<file path="config.mk">
export PLATFORM = sky130hd
export DESIGN_NAME = mult_div_unit
export DESIGN_NICKNAME = d
export VERILOG_FILES = /design/src/rtl/md_pkg.sv /design/src/rtl/md_cond_neg.sv /design/src/rtl/mult_div_unit.sv
export SDC_FILE = /design/constraint.sdc
export NUM_CORES = 1
export LEC_CHECK = 0
export ABC_AREA = 1
export ABC_CLOCK_PERIOD_IN_PS = 3860
export CAP_MARGIN = 20
export CORE_ASPECT_RATIO = 0.5
export CORE_UTILIZATION = 30
export CTS_CLUSTER_DIAMETER = 100
export DETAILED_ROUTE_END_ITERATION = 12
export GPL_TIMING_DRIVEN = 0
export MAX_ROUTING_LAYER = met4
export PLACE_DENSITY = 0.44
export SYNTH_ARGS = -nofsm -noshare
export SYNTH_HDL_FRONTEND = slang
export SYNTH_SLANG_ARGS = --single-unit
</file>
<file path="constraint.sdc">
create_clock -name clk -period 3.86 [get_ports clk]
set_clock_uncertainty 0.05 [all_clocks]
set_input_delay 1.158 -clock clk [delete_from_list [all_inputs] [get_ports clk]]
set_output_delay 1.158 -clock clk [all_outputs]
set_load 0.02 [all_outputs]
</file>
<file path="src/rtl/md_pkg.sv">
// Shared types and constants for the iterative multiply/divide unit.
package md_pkg;

  localparam int unsigned MD_WIDTH = 32;
  localparam int unsigned MD_ITERS = 32;

  localparam logic MD_SEL_MULT = 1'b0;
  localparam logic MD_SEL_DIV  = 1'b1;

  typedef enum logic [2:0] {
    IDLE,
    LOAD,
    ITER,
    FIX,
    DONE
  } md_state_t;

endpackage

</file>
<file path="src/rtl/md_cond_neg.sv">
// Conditional two's-complement: val_o = neg_i ? -val_i : val_i (wrapping).
module md_cond_neg #(
  parameter int unsigned W = 32
) (
  input  logic [W-1:0] val_i,
  input  logic         neg_i,
  output logic [W-1:0] val_o
);

  assign val_o = neg_i ? (~val_i + W'(1)) : val_i;

endmodule

</file>
<file path="src/rtl/mult_div_unit.sv">
// Iterative signed multiply (shift-add) / divide (restoring) with HI/LO registers.
// Optional MD_UNSIGNED_EN adds is_unsigned for MULTU/DIVU semantics.
module mult_div_unit
  import md_pkg::*;
#(
  parameter int unsigned WIDTH = MD_WIDTH,
  parameter int unsigned ITERS = MD_ITERS
) (
  input  logic             clk,
  input  logic             reset,
  input  logic             start,
  input  logic             md_sel,
  input  logic [WIDTH-1:0] op_a,
  input  logic [WIDTH-1:0] op_b,
  input  logic             hilo_write,
`ifdef MD_UNSIGNED_EN
  input  logic             is_unsigned,
`endif
  output logic             busy,
  output logic             done,
  output logic             div0,
  output logic [WIDTH-1:0] hi_out,
  output logic [WIDTH-1:0] lo_out
);

  localparam int unsigned CW = $clog2(ITERS) + 1;

  md_state_t          state_q, state_d;
  logic [WIDTH-1:0]   mag_a_q, mag_a_d;
  logic [WIDTH-1:0]   mag_b_q, mag_b_d;
  logic               sign_a_q, sign_a_d;
  logic               sign_b_q, sign_b_d;
  logic               sel_q, sel_d;
  logic               div0_q, div0_d;
  logic [CW-1:0]      cnt_q, cnt_d;
  logic [2*WIDTH-1:0] acc_q, acc_d;
  logic [2*WIDTH-1:0] res_q, res_d;
  logic [2*WIDTH-1:0] hilo_q, hilo_d;

  logic               op_unsigned;
  logic               in_sign_a, in_sign_b;
  logic [WIDTH-1:0]   in_mag_a, in_mag_b;
  logic [2*WIDTH-1:0] fix_prod;
  logic [WIDTH-1:0]   fix_quo, fix_rem;
  logic [WIDTH:0]     mul_sum;
  logic [WIDTH:0]     rem_sh;
  logic [WIDTH-1:0]   rem_diff;
  logic               rem_ge;

`ifdef MD_UNSIGNED_EN
  assign op_unsigned = is_unsigned;
`else
  assign op_unsigned = 1'b0;
`endif

  assign in_sign_a = ~op_unsigned & op_a[WIDTH-1];
  assign in_sign_b = ~op_unsigned & op_b[WIDTH-1];

  md_cond_neg #(.W(WIDTH)) u_mag_a (.val_i(op_a), .neg_i(in_sign_a), .val_o(in_mag_a));
  md_cond_neg #(.W(WIDTH)) u_mag_b (.val_i(op_b), .neg_i(in_sign_b), .val_o(in_mag_b));

  md_cond_neg #(.W(2*WIDTH)) u_fix_prod (
    .val_i(acc_q), .neg_i(sign_a_q ^ sign_b_q), .val_o(fix_prod)
  );
  md_cond_neg #(.W(WIDTH)) u_fix_quo (
    .val_i(acc_q[WIDTH-1:0]), .neg_i(sign_a_q ^ sign_b_q), .val_o(fix_quo)
  );
  md_cond_neg #(.W(WIDTH)) u_fix_rem (
    .val_i(acc_q[2*WIDTH-1:WIDTH]), .neg_i(sign_a_q), .val_o(fix_rem)
  );

  // acc holds {upper, multiplier} for MULT and {rem, quo} for DIV.
  assign mul_sum  = {1'b0, acc_q[2*WIDTH-1:WIDTH]} + (acc_q[0] ? {1'b0, mag_a_q} : '0);
  assign rem_sh   = acc_q[2*WIDTH-1:WIDTH-1];
  assign rem_ge   = rem_sh >= {1'b0, mag_b_q};
  assign rem_diff = rem_sh[WIDTH-1:0] - mag_b_q;

  always_comb begin
    state_d  = state_q;
    mag_a_d  = mag_a_q;
    mag_b_d  = mag_b_q;
    sign_a_d = sign_a_q;
    sign_b_d = sign_b_q;
    sel_d    = sel_q;
    div0_d   = 1'b0;
    cnt_d    = cnt_q;
    acc_d    = acc_q;
    res_d    = res_q;
    hilo_d   = hilo_q;

    case (state_q)
      IDLE: begin
        if (start) begin
          if (md_sel == MD_SEL_DIV && op_b == '0) begin
            div0_d = 1'b1;
          end else begin
            mag_a_d  = in_mag_a;
            mag_b_d  = in_mag_b;
            sign_a_d = in_sign_a;
            sign_b_d = in_sign_b;
            sel_d    = md_sel;
            state_d  = LOAD;
          end
        end
      end
      LOAD: begin
        cnt_d   = '0;
        acc_d   = (sel_q == MD_SEL_DIV) ? {{WIDTH{1'b0}}, mag_a_q} : {{WIDTH{1'b0}}, mag_b_q};
        state_d = ITER;
      end
      ITER: begin
        if (sel_q == MD_SEL_MULT) begin
          acc_d = {mul_sum, acc_q[WIDTH-1:1]};
        end else begin
          acc_d = {(rem_ge ? rem_diff : rem_sh[WIDTH-1:0]), acc_q[WIDTH-2:0], rem_ge};
        end
        cnt_d = cnt_q + CW'(1);
        if (cnt_q == CW'(ITERS - 1)) state_d = FIX;
      end
      FIX: begin
        res_d   = (sel_q == MD_SEL_MULT) ? fix_prod : {fix_rem, fix_quo};
        state_d = DONE;
      end
      DONE: begin
        state_d = IDLE;
      end
      default: begin
        state_d = IDLE;
      end
    endcase

    // Commit only when not busy; a start in the same cycle still sees the old result.
    if (hilo_write && (state_q == IDLE || state_q == DONE)) hilo_d = res_q;
  end

  always_ff @(posedge clk or negedge reset) begin
    if (!reset) begin
      state_q  <= IDLE;
      mag_a_q  <= '0;
      mag_b_q  <= '0;
      sign_a_q <= 1'b0;
      sign_b_q <= 1'b0;
      sel_q    <= MD_SEL_MULT;
      div0_q   <= 1'b0;
      cnt_q    <= '0;
      acc_q    <= '0;
      res_q    <= '0;
      hilo_q   <= '0;
    end else begin
      state_q  <= state_d;
      mag_a_q  <= mag_a_d;
      mag_b_q  <= mag_b_d;
      sign_a_q <= sign_a_d;
      sign_b_q <= sign_b_d;
      sel_q    <= sel_d;
      div0_q   <= div0_d;
      cnt_q    <= cnt_d;
      acc_q    <= acc_d;
      res_q    <= res_d;
      hilo_q   <= hilo_d;
    end
  end

  assign busy   = (state_q == LOAD) || (state_q == ITER) || (state_q == FIX);
  assign done   = (state_q == DONE);
  assign div0   = div0_q;
  assign hi_out = hilo_q[2*WIDTH-1:WIDTH];
  assign lo_out = hilo_q[WIDTH-1:0];

endmodule

</file>
==> results.yml <==
status:
  status: "completed"
yosys:
  yosysSeqAreaShare_pct: 32.7
  ys_types: 61
  yosys.area.top_type: "dfrtp_1"
  synth_ff_type: "dfrtp_1"
  ys_async_sr_fraction_pct: 100
  synth-edff-count: 0
  yosys_warnings: 0
  synthCells: 3125
  ys_ff_latch: 269
  synth_top_area_share_pct: 32.7
  syn-num-nets: 3265
  synth.avg_cell_area_um2: 6.59
  synthTopCellsByArea: "dfrtp_1 (33%), nand2_1 (18%), inv_1 (7.0%), nand3_1 (6.7%), nor2_1 (5.1%)"
  netlist_area_mm2: 0.0206
worst_setup_path:
  crit_slowest_cell: "a21oi_1"
  crit_family: "compound AO/OA/AOI/OAI gates"
  path_buf_inv: 4
  critPathMostFrequentCell: "nand2_1"
  rrSetupSlack_ns: 0.22
  cpPeakStageDelay_ns: 0.43
  r2r-end: "acc_q[55]"
  worstPathCellList: "buf_2, clkbuf_1, nand2_1, inv_1, ha_1, a21oi_1, o21ai_0, a21oi_1, inv_1, nand2_1, nand3_1, nand2_1, nand3_1, nand3_1, nand2_1"
  cp.required_ns: 4.29
  r2r-start: "acc_q[0]"
  crit_type: "register to register"
  rr_worst_depth: 15
  crit_path_start_kind: "register"
  cp-end-kind: "register"
  arrival_ns: 4.07
  crit_path_start: "acc_q[0]"
  crit_fanout: 17
clock_network:
  cts_buffer_depth: 3
  clk-insertion-delay-late_ns: 0.62
  clk_pin_slew_worst_paths_ns: 0.07
  cts_tree: "built"
  post_cts_buffers: 0
  cts_hold_buf: 0
  clockRootBuffer: "clkbuf_16"
  cts-htree-levels: 1
  cts.sinks: 269
  numCtsBuffers: 29
timing:
  layout_min_cycle_time_ns: 3.64
  drv_slew: 0
  worst_pin_slew_ns: 1.06
  hold_viol_final: 0
  slew-limit-headroom_pct: 29.6
  post-route-period-util_pct: 94.3
  setup_violations: 0
  max_freq_mhz: 275
  grt_setup_unrepaired: "false"
die:
  die_w_um: 373
  dieArea_mm2: 0.0698
  core_mm2: 0.0674
  io_pins: 136
  num_rows: 67
  initial_core_util_pct: 30.6
  fp.dieH_um: 187
placement:
  place_hpwl_mm: 75.9
  port_buffers: 134
  placed_cell_area_mm2: 0.0231
  placed_cells: 4159
  place_congestion: 1.03
cells_and_area:
  multi_input_area_mm2: 0.0119
  drive_above_1_share_pct: 6.06
  nets: 3433
  area_growth_pct: 17.2
  stdcell_count: 4212
  fillers: 7600
  fin_area_mm2: 0.0241
  seqCellArea_mm2: 0.00673
  mostFrequentLayoutCell: "nand2_1"
  n_antenna_cell: 0
  layout_common_cells: "nand2_1 (986), inv_1 (387), nor2_1 (280), nand3_1 (275), dfrtp_1 (269)"
flow_run:
  drv_cap: 0
route:
  drt_iter0_markers: 2303
  wire_per_inst_um: 22.0
  routed_via_density: 5.14
  remaining_drc_errors: 0
  firstDrtPassIters: 6
  antenna_left: 0
  finalWirelength_mm: 92.5
  vias: 21700
global_routing:
  gr-total-overflow: 0
  grt_max_degree: 114
  grtUsageTotal_pct: 27.0
  grt_pass1_vias: 20400
  antenna_found_initial: 0
  grt_pass1_wl_mm: 136
power:
  leakagePower_uw: 0.0119
  ir_drop_mv: 0.318
  p_per_area_mw_per_mm2: 982
worst_hold_path:
  hold_class: "input port to asynchronous set/reset pin"
-- logic make-up (layout without fill, tap and decap cells) --
kind of cell / count (synthesis) / in the layout / synth area share [%]
xor gates and xnor gates: 92 / 92 / 3.91
DFF: 269 / 269 / 32.7
muxes: 48 / 48 / 2.62
AOI/OAI and AO/OA: 450 / 450 / 12.0
buffers and inverters: 508 / 698 / 9.84
and+or+nand+nor: 1687 / 1687 / 34.5
adders and majority gates: 71 / 71 / 4.38
-- worst max path at each step --
stage / cells past startpoint / end
after floorplan: 19 / acc_q[53]
after global placement: 1 / hilo_q[47]
after detailed placement: 19 / acc_q[61]
after CTS: 19 / acc_q[61]
after global routing: 15 / acc_q[55]
final: 15 / acc_q[55]
-- through the flow --
step	utilization, %	TNS, ns	total power [uW]	setup slack [ns]	hold WS, ns
detailed placement	34.3	0	20400	0.0986	0.416
global placement	34.2	-2963.21	20300	-11.10	0.415
global route	35.8	0	25400	0.0464	0.448
floorplan	-	0	14400	1.28	0.395
finish	35.8	0	23700	0.219	0.415
CTS	35.8	0	23500	0.106	0.424
-- cell type report --
type | instances | area share, %
multi-input cells | 2348 | 49.1
inverters | 404 | 6.29
well taps | 897 | 4.65
flip-flops and latches | 269 | 27.9
repair buffers | 138 | 5.90
clock buffers | 42 | 3.46
plain buffers | 103 | 2.09
clock inverters | 11 | 0.653
-- worst reg2reg max path, cell delays in order, from the launching register on --
cell      delay, ns
dfrtp_1        0.32
buf_2          0.40
clkbuf_1       0.37
nand2_1        0.09
inv_1          0.13
ha_1           0.29
a21oi_1        0.32
o21ai_0        0.26
a21oi_1        0.43
inv_1          0.08
nand2_1        0.11
nand3_1        0.19
nand2_1        0.11
nand3_1        0.15
nand3_1        0.17
nand2_1        0.06
-- state kept, by name (all words and copies together), names as in the netlist --
name,count
acc_q,64
hilo_q,64
res_q,64
mag_a_q,32
mag_b_q,32
cnt_q,6
state_q,3
div0,1
sel_q,1
sign_a_q,1
sign_b_q,1
-- routing by layer --
metal  wire length [um]  part of all wire [%]  global-route usage (%)  up-vias
met5                  0                     0                       -        -
met4               1810                   2.0                    4.83        0
met3               7210                   7.8                    3.69      100
met2              36600                    40                    37.4      802
met1              47000                    51                    41.2    10300
li1                   -                     -                       -    10400
-- cells in the mapped netlist (13+ instances only) --
| library cell | n |
|---|---|
| o211ai_1 | 20 |
| mux2_2 | 48 |
| o22ai_1 | 13 |
| nand3_1 | 275 |
| clkbuf_1 | 60 |
| o21ai_0 | 192 |
| o21ai_1 | 60 |
| nand4_1 | 38 |
| xor2_1 | 78 |
| nand3b_1 | 17 |
| inv_2 | 14 |
| xnor2_1 | 14 |
| ha_1 | 69 |
| nor3_1 | 32 |
| a21oi_1 | 115 |
| nand2_1 | 986 |
| nor2_1 | 280 |
| dfrtp_1 | 269 |
| inv_1 | 387 |
| buf_2 | 25 |
-- report_power, final --
part / total [uW] / internal (uW) / leakage [uW] / switching [uW]
sequential: 5760 / 4080 / 0.00339 / 1680
combinational: 14900 / 4710 / 0.00801 / 10200
clock: 3030 / 1710 / 0.000481 / 1320
-- timing repair --
action,CTS,global route
setup endpoints to repair,0,4
hold endpoints to repair,0,0
gates resized for setup,0,1
(Power assumes the default switching activity.)
